$ cat config.mk
export PLATFORM = sky130hd
export DESIGN_NAME = lshift_bill_mul
export DESIGN_NICKNAME = d
export VERILOG_FILES = /design/src/rtl/lshift_bill_mul.sv
export SDC_FILE = /design/constraint.sdc
export NUM_CORES = 1
export LEC_CHECK = 0
export ABC_AREA = 0
export ABC_CLOCK_PERIOD_IN_PS = 2790
export CAP_MARGIN = 0
export CORE_MARGIN = 5
export CORE_UTILIZATION = 52
export CTS_CLUSTER_DIAMETER = 30
export DETAILED_ROUTE_END_ITERATION = 16
export PLACE_DENSITY = 0.8
export SLEW_MARGIN = 10
export SYNTH_ARGS = -nofsm -noshare
export SYNTH_HDL_FRONTEND = slang
export SYNTH_SLANG_ARGS = --single-unit
$ cat constraint.sdc
create_clock -name clk -period 2.79 [get_ports clk]
set_input_delay 0.558 -clock clk [delete_from_list [all_inputs] [get_ports clk]]
set_output_delay 0.558 -clock clk [all_outputs]
set_load 0.01 [all_outputs]
$ cat src/rtl/lshift_bill_mul.sv
// -----------------------------------------------------------------------------
// lshift_bill_mul
//   Sequential shift-and-add multiplier for the bill amount path:
//   amount = rate * units, computed over a fixed M iterations by shifting the
//   multiplicand left one bit per cycle and accumulating it whenever the
//   current multiplier LSB is set. The product is saturated to W bits with an
//   overflow flag, and the visible amount is gated by the output enable `ed`.
//
// Ports:
//   clk    in   1  clock, rising edge
//   rst    in   1  synchronous active-high reset
//   start  in   1  request pulse, only honoured while idle
//   rate   in   W  unsigned multiplicand (per-unit tariff)
//   units  in   M  unsigned multiplier (unit count)
//   ed     in   1  output enable; 0 forces amount to zero
//   busy   out  1  high while an operation is running
//   done   out  1  one-cycle pulse when a new result is registered
//   amount out  W  saturated product, gated by ed, held until next result
//   ovf    out  1  product exceeded 2^W-1, held with the result (not gated)
// -----------------------------------------------------------------------------
module lshift_bill_mul #(
   parameter int W = 13,
   parameter int M = 7
) (
   input  logic         clk,
   input  logic         rst,
   input  logic         start,
   input  logic [W-1:0] rate,
   input  logic [M-1:0] units,
   input  logic         ed,
   output logic         busy,
   output logic         done,
   output logic [W-1:0] amount,
   output logic         ovf
);

   localparam int AW = W + M;
   localparam int CW = (M > 1) ? $clog2(M) : 1;

   typedef enum logic [0:0] {
      IDLE = 1'b0,
      RUN  = 1'b1
   } state_t;

   state_t          state_q, state_d;
   logic [AW-1:0]   mcand_q, mcand_d;
   logic [M-1:0]    mplr_q,  mplr_d;
   logic [AW-1:0]   acc_q,   acc_d;
   logic [CW-1:0]   cnt_q,   cnt_d;
   logic [W-1:0]    result_q, result_d;
   logic            ovf_q,   ovf_d;
   logic            done_q,  done_d;
   logic            busy_q,  busy_d;

   logic [AW-1:0]   addend_s;
   logic [AW-1:0]   sum_s;
   logic            sat_s;

   // Partial-product adder; the accumulator is wide enough that this never wraps.
   always_comb begin
      addend_s = mplr_q[0] ? mcand_q : {AW{1'b0}};
      sum_s    = acc_q + addend_s;
      sat_s    = |sum_s[AW-1:W];
   end

   // Next-state logic for the IDLE/RUN sequencer and its datapath registers.
   always_comb begin
      state_d  = state_q;
      mcand_d  = mcand_q;
      mplr_d   = mplr_q;
      acc_d    = acc_q;
      cnt_d    = cnt_q;
      result_d = result_q;
      ovf_d    = ovf_q;
      done_d   = 1'b0;

      case (state_q)
         IDLE: begin
            if (start) begin
               mcand_d = {{M{1'b0}}, rate};
               mplr_d  = units;
               acc_d   = {AW{1'b0}};
               cnt_d   = {CW{1'b0}};
               state_d = RUN;
            end else begin
               state_d = IDLE;
            end
         end
         RUN: begin
            acc_d   = sum_s;
            mcand_d = mcand_q << 1;
            mplr_d  = mplr_q >> 1;
            cnt_d   = cnt_q + CW'(1);
            // Last iteration: the sum already includes this cycle's partial product.
            if (cnt_q == CW'(M - 1)) begin
               state_d = IDLE;
               done_d  = 1'b1;
               if (sat_s) begin
                  result_d = {W{1'b1}};
                  ovf_d    = 1'b1;
               end else begin
                  result_d = sum_s[W-1:0];
                  ovf_d    = 1'b0;
               end
            end else begin
               state_d = RUN;
            end
         end
         default: begin
            state_d = IDLE;
         end
      endcase

      busy_d = (state_d == RUN);
   end

   // State and datapath registers; reset aborts any operation and clears the result.
   always_ff @(posedge clk) begin
      if (rst) begin
         state_q  <= IDLE;
         mcand_q  <= {AW{1'b0}};
         mplr_q   <= {M{1'b0}};
         acc_q    <= {AW{1'b0}};
         cnt_q    <= {CW{1'b0}};
         result_q <= {W{1'b0}};
         ovf_q    <= 1'b0;
         done_q   <= 1'b0;
         busy_q   <= 1'b0;
      end else begin
         state_q  <= state_d;
         mcand_q  <= mcand_d;
         mplr_q   <= mplr_d;
         acc_q    <= acc_d;
         cnt_q    <= cnt_d;
         result_q <= result_d;
         ovf_q    <= ovf_d;
         done_q   <= done_d;
         busy_q   <= busy_d;
      end
   end

   // The enable gates the visible amount only; overflow and sequencing are unaffected.
   assign amount = result_q & {W{ed}};
   assign ovf    = ovf_q;
   assign done   = done_q;
   assign busy   = busy_q;

endmodule

==> impl_metrics.yaml, run 1 <==
logic_synthesis:
  ys_seq_elements: 66
  syn-num-nets: 543
  yosys_warnings: 0
  synth_compound_area_share_pct: 21.7
  yosysUniqueCellTypes: 56
  synth.area.mux_share_pct: 5.99
  ys_seq_area_share_pct: 32.6
  postSynthAreaPerCell_um2: 8.15
  synthXorXnorAreaFrac_pct: 3.03
  synth-simple-area-share_pct: 24.6
  syn_inst: 497
  yosysTopAreaCellShare_pct: 32.6
  yosysTopAreaCell: "dfxtp_1"
  synth_top_family_by_area: "simple AND/OR/NAND/NOR gates"
  synth_ff_type: "dfxtp_1"
  synth_area_um2: 4050
  synth_area_leaders: "dfxtp_1 33%, nor2_1 9.3%, a21oi_1 8.2%"
  async_reset_ff_share_pct: 0
  synthAdderAreaFrac_pct: 6.98
  synth-edff-count: 0
global_routing:
  antenna_found_initial: 0
  grt_pass1_wl_mm: 17.3
  grt_start_max_net_pins: 69
  grt_overflow: 0
  grt_usage_pct: 21.7
  grt_pass1_vias: 3742
clocking:
  cts_tree: "built"
  h-tree-depth: 3
  cts.sinks: 66
  ctsHoldBuffers: 0
  clk_latency_ns: 0.35
  cts_made_buffers: 9
  path_clk_slew_ns: 0.07
  cts-root-buf: "clkbuf_8"
  ctsLongestPathBuffers: 2
timing:
  rsz0062_at_grt: "yes"
  slew_violations: 0
  finalClockSkew_ns: 0.0155
  relSlewSlack_pct: 46.6
  hold_ws_ns: 0.490
  timing.final.crit_share_pct: 98.9
  clock.fmax_mhz: 362
  period_needed_ns: 2.76
  finalSetupViolCount: 0
  hold_viol: 0
  worst_slew_pin_slew_ns: 0.801
  fin_ws_ns: 0.0295
die:
  coreArea_um2: 7650
  dieArea_um2: 9650
  start_util_pct: 53.0
  die_w_um: 98.3
  io_pins: 40
  num_rows: 32
  die_h_um: 98.3
detailed_routing:
  drt_iter0_markers: 289
  detail_route.wl_per_cell_um: 15.5
  drt.antenna.violating_nets: 0
  drt-total-wl_mm: 10.7
  drtPass1Iterations: 7
  vias: 3892
  via_per_inst: 5.62
  drc_errors: 0
worst_setup_path:
  path_max_fanout: 14
  worstPathArrival_ns: 3.02
  worst_path_max_delay_cell: "or4b_4"
  r2r_cells: 10
  crit_required_ns: 3.05
  cp_cell_sequence: "buf_4, and2_1, ha_1, and2_2, or4b_4, a31o_1, a211oi_4, nor4_4, buf_12, a211oi_2"
  r2r_start: "mplr_q[0]"
  startpoint_type: "register"
  crit_type: "register to register"
  critPathCaptureType: "register"
  r2r_slack_ns: 0.03
  slowest_delay_ns: 0.50
  r2r-end: "result_q[0]"
power_and_ir_drop:
  p_switching_uw: 497
  pwr-share-clk_pct: 39.8
  power_density_nw_per_um2: 366
  internal-power_uw: 1470
  p_leak_uw: 0.00234
  max-vdd-ir-drop_mv: 0.301
  pwr-share-comb_pct: 10.4
  p_seq_share_pct: 49.8
  sw_frac_of_total_pct: 25.3
placement:
  place_hpwl_mm: 7.56
  place_ws_ns: -0.491
  gp_congestion: 0.893
  io_buffers: 39
min_path:
  min_path_type: "register to register"
  worstHoldEndpoint: "mplr_q[2]"
  hold_start: "mplr_q[3]"
  min_path_cells: 2
cells_and_area:
  finalNetCount: 631
  layout-drive-gt1-share_pct: 23.7
  area_delta_synth_final_pct: 32.4
  multi_input_area_um2: 2760
  final_common_cell: "nor2_1"
  layout.area.seq_um2: 1330
  fillCellCount: 599
  layout_common_cells: "100 x nor2_1, 69 x buf_4, 64 x dfxtp_1"
  num_antenna_cells: 0
status:
  status: "finished clean"
flow_run:
  max_cap_viol_count: 0
## what timing repair did
item	4_1_cts	5_1_grt
pin swaps	4	1
setup endpoints to repair	15	14
gates resized for setup	11	17
buffers inserted	1	1
## metal layers
metal | vias to the layer above | part of all wire, % | wire, um | global-route usage [%]
li1 | 1922 | - | - | -
met1 | 1801 | 45 | 4790 | 28.0
met2 | 144 | 47 | 5030 | 35.1
met3 | 25 | 6.9 | 740 | 5.14
met4 | 0 | 1.8 | 192 | 8.61
met5 | - | 0 | 0 | 0
## synthesized netlist by cell type (all sizes together) (4+ instances only)
| cell | instances |
|---|---|
| a211oi | 16 |
| a21o | 8 |
| a21oi | 66 |
| a31oi | 5 |
| and2 | 35 |
| and3 | 30 |
| buf | 12 |
| clkbuf | 19 |
| dfxtp | 66 |
| ha | 21 |
| inv | 6 |
| mux2i | 22 |
| nand2 | 12 |
| nand3 | 5 |
| nor2 | 100 |
| nor3 | 6 |
| o211ai | 4 |
| o21ai | 8 |
| o21bai | 6 |
| xnor2 | 9 |
| xor2 | 5 |
## power by group through the flow
stage          logic [uW]  clock network [uW]  registers, uW
3_3_place_gp          194                   0            998
4_1_cts               201                 797            977
3_5_place_dp          200                   0            999
5_1_grt               224                 844            980
2_1_floorplan         119                   0            996
6_report              204                 781            977
## how the worst max path moves through the flow
stage / from / end / cells past startpoint
global placement: mplr_q[0] / result_q[1] / 10
floorplan: mplr_q[0] / result_q[2] / 12
finish: mplr_q[0] / result_q[0] / 10
CTS: mplr_q[0] / ovf / 11
global route: mplr_q[0] / result_q[0] / 11
detailed placement: mplr_q[0] / ovf / 10
## kinds of logic (layout without fill, tap and decap cells)
group / after synthesis / in the layout
and+or+nand+nor: 201 / 201
AOI/OAI and AO/OA: 131 / 131
DFF: 66 / 66
buffers and inverters: 39 / 132
muxes: 24 / 24
adders and majority gates: 22 / 22
xor gates and xnor gates: 14 / 14
## metrics by stage
stage	cells	cell area, um^2	utilization, %	setup TNS [ns]	total power [uW]
6_report	692	5360	70.1	0	1960
5_1_grt	692	5360	70.1	-0.796	2050
4_1_cts	691	5250	68.7	-0.0136	1980
3_5_place_dp	674	4990	65.3	-6.59	1200
3_3_place_gp	674	4990	65.3	-5.26	1190
2_1_floorplan	497	4140	-	-0.656	1120
## worst max-delay path: cells and delay by family (launching register included)
family | cells | cell delay (ns)
simple gates | 4 | 0.93
compound gates | 3 | 0.71
flops | 1 | 0.37
buf+inv | 2 | 0.34
fa+ha+maj | 1 | 0.33
## sequential cells by signal, indices dropped and copies added, names as in the netlist
signal	count
mcand_q	20
ovf	1
mplr_q	7
result_q	13
cnt_q	3
acc_q	20
busy	1
done	1
## layout make-up
type                    count  share of cell area, %
flip-flops and latches     66                   24.7
multi-input cells         392                   51.4
inverters                   6                  0.420
clock buffers              11                   2.45
clock inverters             5                   1.03
repair buffers            110                   17.6
well taps                 102                   2.38
Note: power is estimated with default switching activity, not from simulation.
==> run 2, diff against run 1 <==
--- a/config.mk
+++ b/config.mk
@@ -13,6 +13,7 @@
 export CTS_CLUSTER_DIAMETER = 30
 export DETAILED_ROUTE_END_ITERATION = 16
 export PLACE_DENSITY = 0.8
+export RECOVER_POWER = 100
 export SLEW_MARGIN = 10
 export SYNTH_ARGS = -nofsm -noshare
 export SYNTH_HDL_FRONTEND = slang
==> run 2 against run 1 <==
Effect of this change: largest power group unchanged; critical path depth did not move; non-clock buffer count did not move; wire length fell by 0.47%; total power barely moved.
==> impl_metrics.yaml, run 2 (same netlist as run 1, synthesis figures left out) <==
detailed_routing:
  drt_iter0_markers: 309
  drt-total-wl_mm: 10.7
  drt.antenna.violating_nets: 0
  detail_route.wl_per_cell_um: 15.5
  drc_errors: 0
  via_per_inst: 5.60
  vias: 3876
  drtPass1Iterations: 5
die:
  start_util_pct: 53.0
  die_w_um: 98.3
  io_pins: 40
  die_h_um: 98.3
  coreArea_um2: 7650
  dieArea_um2: 9650
  num_rows: 32
worst_setup_path:
  path_max_fanout: 14
  crit_path_end: "result_q[0]"
  r2r_start: "mplr_q[0]"
  critPathLaunch: "mplr_q[0]"
  worstPathArrival_ns: 3.02
  critPathCaptureType: "register"
  crit_required_ns: 3.06
  crit_type: "register to register"
  startpoint_type: "register"
  r2r_cells: 10
  r2r_slack_ns: 0.03
  r2r-end: "result_q[0]"
timing:
  hold_viol: 0
  slew_violations: 0
  relSlewSlack_pct: 16.5
  hold_ws_ns: 0.490
  rsz0062_at_grt: "yes"
  finalSetupViolCount: 0
  clock.fmax_mhz: 363
  timing.final.crit_share_pct: 98.8
  worst_slew_pin_slew_ns: 1.25
  finalClockSkew_ns: 0.0155
  period_needed_ns: 2.76
  tns_ns: 0
flow_run:
  max_cap_viol_count: 0
clocking:
  cts-root-buf: "clkbuf_8"
  ctsLongestPathBuffers: 2
  clk_latency_ns: 0.36
  h-tree-depth: 3
  ctsHoldBuffers: 0
  path_clk_slew_ns: 0.07
  cts_made_buffers: 9
  cts.sinks: 66
  cts_tree: "built"
placement:
  place_hpwl_mm: 7.56
  gp_congestion: 0.893
  io_buffers: 39
  dpl_cell_area_um2: 4990
cells_and_area:
  num_antenna_cells: 0
  finalNetCount: 631
  post-route-cell-area_um2: 5360
  reg_top3: "acc_q x20, mcand_q x20, result_q x13"
  final_common_cell: "nor2_1"
  area_delta_synth_final_pct: 32.3
  fin_util_pct: 70.1
  layout_common_cells: "100 x nor2_1, 64 x dfxtp_1, 64 x buf_4"
  layout-drive-gt1-share_pct: 23.6
power_and_ir_drop:
  max-vdd-ir-drop_mv: 0.301
  power_density_nw_per_um2: 366
  p_leak_uw: 0.00237
global_routing:
  antenna_found_initial: 0
  grt_overflow: 0
  grt_pass1_wl_mm: 17.3
  grt_pass1_vias: 3742
  grt_start_max_net_pins: 69
  grt_usage_pct: 21.7
min_path:
  min_path_type: "register to register"
status:
  status: "finished clean"
## run 2: power breakdown
group / internal (uW) / leakage (uW) / switching [uW] / total [uW]
clock: 410 / 0.0000893 / 372 / 782
sequential: 963 / 0.000536 / 14.0 / 977
combinational: 92.2 / 0.00175 / 112 / 204
total: 1470 / 0.00237 / 498 / 1960
## run 2: layer usage
metal	wire, um	GRT usage (%)	vias to the layer above	part of all wire (%)
met5	0	0	-	0
met4	215	8.61	0	2.0
met3	673	5.14	31	6.3
met2	4990	35.1	133	47
met1	4820	28.0	1789	45
li1	-	-	1923	-
## run 2: per-stage QoR
step	std cells	power [uW]	setup WS [ns]
2_1_floorplan	497	1120	-0.0693
3_3_place_gp	674	1190	-0.387
3_5_place_dp	674	1200	-0.491
4_1_cts	691	1980	-0.0136
5_1_grt	692	2050	-0.0763
6_report	692	1960	0.0344
## run 2: timing repair
action / in CTS / in global routing
resized for setup: 11 / 17
setup buffers: 1 / 1
pin swaps: 4 / 1
endpoints found under the hold margin: 0 / 0
setup endpoints to repair: 15 / 14
## run 2: final cells by class
type	instances	area, um^2
Clock inverter	5	55.1
Tap cell	102	128
Sequential cell	66	1330
Clock buffer	11	131
Multi-Input combinational cell	392	2760
Timing Repair Buffer	110	940
Fill cell	601	2290
Inverter	6	22.5
## run 2: worst min path at each step
stage	from	to	slack, ns	cells after the start
global route	mplr_q[3]	mplr_q[2]	0.52	2
detailed placement	mplr_q[3]	mplr_q[2]	0.48	2
floorplan	cnt_q[2]	cnt_q[2]	0.45	2
finish	mplr_q[3]	mplr_q[2]	0.49	2
global placement	cnt_q[2]	cnt_q[2]	0.46	2
CTS	cnt_q[2]	cnt_q[2]	0.49	2
## run 2: worst max-delay path, stage by stage, from the launching register on
cell and delay, ns:
dfxtp_4 0.37, buf_4 0.17, and2_1 0.14, ha_1 0.33
and2_2 0.18, or4b_4 0.50, a31o_1 0.23, a211oi_4 0.30
nor4_4 0.10, buf_12 0.17, a211oi_2 0.18
